### src/rtl/sev_seg_scan_if.sv
// Load bus between the result producer and the seven-segment scanner.
//   value        : result to display
//   signed_mode  : 1 = value is two's complement
//   err_in       : 1 = show the error glyph instead of the value
//   value_valid  : single-cycle load strobe
//   busy         : conversion in progress; strobes are dropped while high
interface sev_seg_scan_if #(
    parameter int IN_WIDTH = 16
);
    logic [IN_WIDTH-1:0] value;
    logic                signed_mode;
    logic                err_in;
    logic                value_valid;
    logic                busy;

    modport master (output value, signed_mode, err_in, value_valid, input busy);
    modport slave  (input value, signed_mode, err_in, value_valid, output busy);
endinterface

### src/rtl/sev_seg_scan.sv
// Four-digit common-anode seven-segment driver.
// A loaded result is converted to BCD by a sequential double-dabble engine,
// formatted (sign, leading-zero blanking, overflow dashes, "Err "), and then
// scanned one digit per rising edge of the refresh clock.
//   clk, rst_n  : system clock, synchronous active-low reset
//   refresh_in  : divided refresh clock (same domain, sampled as data)
//   ld          : load bus (slave side), see sev_seg_scan_if
//   an          : digit enables, an[0] = rightmost digit
//   seg         : cathodes {g,f,e,d,c,b,a}
//   dp          : decimal point, always off
module sev_seg_scan #(
    parameter int IN_WIDTH       = 16,
    parameter bit SEG_ACTIVE_LOW = 1'b1,
    parameter bit AN_ACTIVE_LOW  = 1'b1
) (
    input  logic                 clk,
    input  logic                 rst_n,
    input  logic                 refresh_in,
    sev_seg_scan_if.slave        ld,
    output logic [3:0]           an,
    output logic [6:0]           seg,
    output logic                 dp
);
    // Enough BCD digits for IN_WIDTH bits, never fewer than five so the
    // overflow test above digit 3 always has a nibble to look at.
    localparam int NDIG_MIN = (IN_WIDTH * 30103) / 100000 + 1;
    localparam int NDIG     = (NDIG_MIN > 5) ? NDIG_MIN : 5;
    localparam int BCD_W    = 4 * NDIG;
    localparam int CW       = $clog2(IN_WIDTH + 1);

    localparam logic [1:0] S_IDLE = 2'd0;
    localparam logic [1:0] S_CONV = 2'd1;
    localparam logic [1:0] S_FMT  = 2'd2;

    // Internal glyph codes: 0..9 are digits.
    localparam logic [3:0] G_DASH  = 4'd10;
    localparam logic [3:0] G_BLANK = 4'd11;
    localparam logic [3:0] G_E     = 4'd12;
    localparam logic [3:0] G_R     = 4'd13;

    logic [1:0]          state_q, state_d;
    logic [IN_WIDTH-1:0] mag_q, mag_d;
    logic [BCD_W-1:0]    bcd_q, bcd_d, bcd_adj;
    logic [CW-1:0]       cnt_q, cnt_d;
    logic                neg_q, neg_d, err_q, err_d;
    logic [3:0][3:0]     dig_q, dig_d, fmt;
    logic                refresh_d_q;
    logic [1:0]          scan_idx_q;
    logic [3:0]          an_q;
    logic [6:0]          seg_q;
    logic                tick;

    function automatic logic [6:0] seg7(input logic [3:0] g);
        logic [6:0] s;
        case (g)
            4'd0:    s = 7'b1000000;
            4'd1:    s = 7'b1111001;
            4'd2:    s = 7'b0100100;
            4'd3:    s = 7'b0110000;
            4'd4:    s = 7'b0011001;
            4'd5:    s = 7'b0010010;
            4'd6:    s = 7'b0000010;
            4'd7:    s = 7'b1111000;
            4'd8:    s = 7'b0000000;
            4'd9:    s = 7'b0010000;
            G_DASH:  s = 7'b0111111;
            G_E:     s = 7'b0000110;
            G_R:     s = 7'b0101111;
            default: s = 7'b1111111;
        endcase
        return s;
    endfunction

    // Double-dabble correction step on every nibble.
    always_comb begin
        bcd_adj = bcd_q;
        for (int i = 0; i < NDIG; i++)
            if (bcd_q[4*i +: 4] >= 4'd5)
                bcd_adj[4*i +: 4] = bcd_q[4*i +: 4] + 4'd3;
    end

    // Display formatting from the finished BCD value.
    always_comb begin
        logic [3:0][3:0] bd;
        logic hi4, hi3, z3, z2, z1;
        for (int i = 0; i < 4; i++) bd[i] = bcd_q[4*i +: 4];
        hi4 = |bcd_q[BCD_W-1:16];
        hi3 = hi4 | (bd[3] != 4'd0);
        z3  = (bd[3] == 4'd0);
        z2  = z3 & (bd[2] == 4'd0);
        z1  = z2 & (bd[1] == 4'd0);
        fmt[3] = z3 ? G_BLANK : bd[3];
        fmt[2] = z2 ? G_BLANK : bd[2];
        fmt[1] = z1 ? G_BLANK : bd[1];
        fmt[0] = bd[0];
        if (err_q)
            fmt = {G_E, G_R, G_R, G_BLANK};
        else if (neg_q ? hi3 : hi4)
            fmt = {4{G_DASH}};
        else if (neg_q)
            fmt[3] = G_DASH;   // magnitude <= 999 here, so digit 3 was blank
    end

    always_comb begin
        state_d = state_q;
        mag_d   = mag_q;
        bcd_d   = bcd_q;
        cnt_d   = cnt_q;
        neg_d   = neg_q;
        err_d   = err_q;
        dig_d   = dig_q;
        case (state_q)
            S_IDLE: if (ld.value_valid) begin
                neg_d   = ld.signed_mode & ld.value[IN_WIDTH-1];
                err_d   = ld.err_in;
                mag_d   = neg_d ? (IN_WIDTH'(0) - ld.value) : ld.value;
                bcd_d   = '0;
                cnt_d   = CW'(IN_WIDTH);
                state_d = S_CONV;
            end
            S_CONV: begin
                {bcd_d, mag_d} = {bcd_adj[BCD_W-2:0], mag_q, 1'b0};
                cnt_d = cnt_q - CW'(1);
                if (cnt_q == CW'(1)) state_d = S_FMT;
            end
            S_FMT: begin
                dig_d   = fmt;
                state_d = S_IDLE;
            end
            default: state_d = S_IDLE;
        endcase
    end

    assign tick    = refresh_in & ~refresh_d_q;
    assign ld.busy = (state_q != S_IDLE);

    always_ff @(posedge clk) begin
        if (!rst_n) begin
            state_q     <= S_IDLE;
            mag_q       <= '0;
            bcd_q       <= '0;
            cnt_q       <= '0;
            neg_q       <= 1'b0;
            err_q       <= 1'b0;
            dig_q       <= {G_BLANK, G_BLANK, G_BLANK, 4'd0};
            refresh_d_q <= 1'b0;
            scan_idx_q  <= 2'd0;
            an_q        <= 4'b1111;
            seg_q       <= 7'b1111111;
        end else begin
            state_q     <= state_d;
            mag_q       <= mag_d;
            bcd_q       <= bcd_d;
            cnt_q       <= cnt_d;
            neg_q       <= neg_d;
            err_q       <= err_d;
            dig_q       <= dig_d;
            refresh_d_q <= refresh_in;
            if (tick) scan_idx_q <= scan_idx_q + 2'd1;
            // Registered from the pre-edge index: outputs lag the scan by one cycle.
            an_q  <= ~(4'b0001 << scan_idx_q);
            seg_q <= seg7(dig_q[scan_idx_q]);
        end
    end

    // Registers hold active-low codes; flip at the pins for active-high boards.
    assign an  = an_q  ^ {4{~AN_ACTIVE_LOW}};
    assign seg = seg_q ^ {7{~SEG_ACTIVE_LOW}};
    assign dp  = SEG_ACTIVE_LOW;
endmodule
### src/flat_wrapper.sv
// flat-port wrapper written by rule: the top's interface ports become plain ports
module sev_seg_scan_flat 
#(
    parameter int IN_WIDTH       = 16,
    parameter bit SEG_ACTIVE_LOW = 1'b1,
    parameter bit AN_ACTIVE_LOW  = 1'b1
)
  (clk, rst_n, refresh_in, an, seg, dp, ld_value, ld_signed_mode, ld_err_in, ld_value_valid, ld_busy);
  sev_seg_scan_if #(.IN_WIDTH(IN_WIDTH)) ld_i ();
  input  logic clk;
  input  logic rst_n;
  input  logic refresh_in;
  output logic [3:0] an;
  output logic [6:0] seg;
  output logic dp;
  input wire logic [$bits(ld_i.value)-1:0] ld_value;
  input wire logic [$bits(ld_i.signed_mode)-1:0] ld_signed_mode;
  input wire logic [$bits(ld_i.err_in)-1:0] ld_err_in;
  input wire logic [$bits(ld_i.value_valid)-1:0] ld_value_valid;
  output wire logic [$bits(ld_i.busy)-1:0] ld_busy;
  assign ld_i.value = ld_value;
  assign ld_i.signed_mode = ld_signed_mode;
  assign ld_i.err_in = ld_err_in;
  assign ld_i.value_valid = ld_value_valid;
  assign ld_busy = ld_i.busy;
  sev_seg_scan #(.IN_WIDTH(IN_WIDTH), .SEG_ACTIVE_LOW(SEG_ACTIVE_LOW), .AN_ACTIVE_LOW(AN_ACTIVE_LOW)) u_core (.clk(clk), .rst_n(rst_n), .refresh_in(refresh_in), .ld(ld_i), .an(an), .seg(seg), .dp(dp));
endmodule
### config.mk
export PLATFORM = sky130hd
export DESIGN_NAME = sev_seg_scan_flat
export DESIGN_NICKNAME = d
export VERILOG_FILES = /design/src/rtl/sev_seg_scan_if.sv /design/src/rtl/sev_seg_scan.sv /design/src/flat_wrapper.sv
export SDC_FILE = /design/constraint.sdc
export NUM_CORES = 1
export LEC_CHECK = 0
export ABC_AREA = 1
export BUFFER_PORTS_ARGS = -buffer_cell sky130_fd_sc_hd__buf_2
export CAP_MARGIN = 20
export CORE_ASPECT_RATIO = 1.75
export CORE_UTILIZATION = 59
export CTS_CLUSTER_DIAMETER = 200
export DETAILED_ROUTE_END_ITERATION = 12
export GPL_TIMING_DRIVEN = 0
export HOLD_SLACK_MARGIN = 0.03
export PLACE_DENSITY = 0.8
export SLEW_MARGIN = 20
export SYNTH_ARGS = -nofsm -noshare
export SYNTH_HDL_FRONTEND = slang
export SYNTH_SLANG_ARGS = --single-unit
### constraint.sdc
create_clock -name clk -period 2.05 [get_ports clk]
set_input_delay 0.3075 -clock clk [delete_from_list [all_inputs] [get_ports clk]]
set_output_delay 0.3075 -clock clk [all_outputs]
set_load 0.005 [all_outputs]
==> reports/results.tsv <==
metric	value	unit
Pins Over Slew Limit	0	
num rows	39	
post-synthesis net count	599	
CP endpoint kind	flip-flop	
clock latency on the worst-skew pair	0.33	ns
CTS tree	yes	
period utilisation layout	88.37	%
Non-Filler Instances	684	
reg2reg setup slack	0.24	ns
GR Util met3	4.046	%
hold_sp	refresh_in	
Post-Route Setup TNS	0	ns
maximum clock frequency	552.0	MHz
Buffers on Ports	33	
Worst path max stage delay	0.34	ns
startpoint types	flip-flop	
multi-input logic area	2074	sq um
post-synthesis sequential area ratio	38.23	%
min cycle time layout	1.812	ns
crit path max fanout	10	
Required @ worst endpoint	2.26	ns
gr usage total	28.50	%
Syn Inst Count	553	
crit-path most repeated cell	nand2_1	
DP Wirelength	6.936	mm
M1 GR Usage	28.11	%
register area	1501	sq um
initial antenna violation count	0	
Remaining DRCs	2	
gr ovfl total	0	
Min-Delay Endpoint	u_core.refresh_d_q	
cell count after placement	668	
status	finished with violations	
busiest grt layer	met2	
post-synthesis instance area	3928	sq um
layout cells sized above 1	13.79	%
final setup skew	0.004211	ns
Nets	643	
CTS root buf	clkbuf_16	
Via Count	3719	
unrepaired setup endpoints after global routing	no	
worst r2r src	u_core.bcd_q[16]	
area grow syn2layout	15.07	%
Pre-Repair DR Iteration Count	8	
static leakage	2.028	nW
yosys warns	0	
Hold Crit Depth	3	
CTS Sinks	75	
syn avg cell area	7.102	sq um
Reg2Reg Capture Point	u_core.dig_q[9]	
failing checks	DRC	
CP max stage cell	dfxtp_1	
post-CTS setup buffers	0	
number of CTS-inserted buffers	9	
dominant cell type by area after synthesis	dfxtp_1	
Total Power	3.813	mW
top post-synthesis cells by area	dfxtp_1 38%, nand2_1 14%, ha_1 7.6%	
final setup vio count	0	
CP Data Arrival Time	2.02	ns
hold_buf cts	0	
H-tree depth	3	
Unique masters post-synth	34	
Hold Path Class	primary input to flip-flop	
critical path class	flip-flop to flip-flop	
GR met2 Demand/Resource	54.94	%
GP Congestion	0.8599	
first-pass GRT wire length	15.17	mm
Die Ht	109.9	um
number of global-route vias before repair	3476	
CP Buf/Inv Count	2	
top-area cell type share of the netlist area	38.23	%
#FFs+latches synth	75	
# resized after CTS	0	
worst r2r path cells	10	
ANT cells	0	
Die Wd	63.68	um
CTS max path bufs	2	
drt initial violations	259	
I/O pins	35	
Routed WL	9.156	mm
Core Box Area	6490	sq um
Crit path max-delay family	simple AND/OR/NAND/NOR gates	
initial core utilization	60.52	%
max-cap violations	0	
crit-path cells	inv_1, ha_1, nand2_1, nor2_1, nand2_1, nand2_1, buf_4, nand3_1, a22oi_1, nand2_1	
Routed Antenna Nets	0	
largest net degree at the start of global routing	13	
die area	7000	sq um
Power Density	843.7	nW/um^2
Hold Vio Cnt, Final	0	
# fillers	561	
clock slew at reported path FFs	0.06	ns
via/cell ratio	5.437	
VDD IR-drop max	0.5064	mV
WL per Instance	13.39	um
[report_power, final]
| part | switching, mW | internal, mW |
|---|---|---|
| clock network | 0.598 | 1.07 |
| registers | 0.0465 | 1.55 |
| logic | 0.348 | 0.196 |
| total | 0.992 | 2.82 |
[layout make-up]
type                            instances  area share (%)
Buffer                                 16           1.966
Timing Repair Buffer                   33           3.654
Tap cell                               82           2.270
Multi-Input combinational cell        392           45.90
Clock buffer                           13           6.202
Sequential cell                        75           33.22
Inverter                               70           5.814
Clock inverter                          3          0.9690
[how the worst max path moves through the flow]
stage | from | end | slack [ns] | cells after the start
3_3_place_gp | u_core.bcd_q[12] | u_core.dig_q[9] | 0.37 | 10
4_1_cts | u_core.bcd_q[16] | u_core.dig_q[9] | 0.25 | 10
5_1_grt | u_core.bcd_q[12] | u_core.dig_q[9] | 0.07 | 10
6_report | u_core.bcd_q[16] | u_core.dig_q[9] | 0.24 | 10
2_1_floorplan | u_core.bcd_q[12] | u_core.dig_q[9] | 0.57 | 10
3_5_place_dp | u_core.bcd_q[16] | u_core.dig_q[9] | 0.29 | 10
[kinds of logic (layout without fill, tap and decap cells)]
| family | count (synthesis) | count (layout) | synth area share [%] |
|---|---|---|---|
| adder cells (fa/ha/maj) | 24 | 24 | 7.646 |
| flip-flops | 75 | 75 | 38.23 |
| AND/OR/NAND/NOR | 242 | 242 | 26.79 |
| AO/OA/AOI/OAI | 120 | 120 | 17.17 |
| XOR/XNOR | 5 | 5 | 1.115 |
| buffers and inverters | 86 | 135 | 8.952 |
| other | 1 | 1 | 0.09548 |
[flip-flops by register name, summed over array words and instances (netlist names)]
name                cells
u_core.refresh_d_q      1
u_core.neg_q            1
u_core.state_q          2
u_core.scan_idx_q       2
u_core.bcd_q           20
u_core.err_q            1
u_core.mag_q           16
u_core.an               4
u_core.seg              7
u_core.cnt_q            5
u_core.dig_q           16
[worst min-delay path, cell delays in order]
cell	delay [ns]
buf_2	0.08
nand2_1	0.04
inv_1	0.04
[metrics by stage]
stage / hold WS (ns) / area, sq um / setup WS (ns) / util [%]
floorplan: 0.4010 / 3928 / 0.5704 / -
global placement: 0.4498 / 4195 / 0.3675 / 64.64
detailed placement: 0.4535 / 4195 / 0.2896 / 64.64
CTS: 0.1603 / 4519 / 0.2532 / 69.64
global route: 0.1853 / 4519 / 0.07404 / 69.64
finish: 0.1649 / 4519 / 0.2384 / 69.64
[cell usage after synthesis, drive strengths merged]
master / n
a211oi: 1
ha: 24
o2111ai: 1
nand3b: 4
nor3: 4
o31ai: 1
nand2: 145
inv: 70
conb: 1
nand3: 48
o21ai: 53
a31oi: 4
buf: 13
o22ai: 12
nor2: 31
or2: 3
o211ai: 6
clkbuf: 3
dfxtp: 75
nand4: 7
a21oi: 30
xor2: 5
a22oi: 12
[layer usage]
metal  up-vias  wire length [um]
met5         -                 0
met4         0               282
met3        24               236
met2        86              5070
met1      1686              3567
li1       1923                 -
[cell usage in the layout (no fill, tap or decap), drive strengths merged, types with 5 or more instances in the layout]
cell and count:
nand3 48, a21oi 30, a22oi 12, nand2 145
dfxtp 75, xor2 5, nor2 31, clkbuf 16
nand4 7, inv 70, o211ai 6, o22ai 12
buf 46, o21ai 53, ha 24
Note: power is estimated with default switching activity, not from simulation.
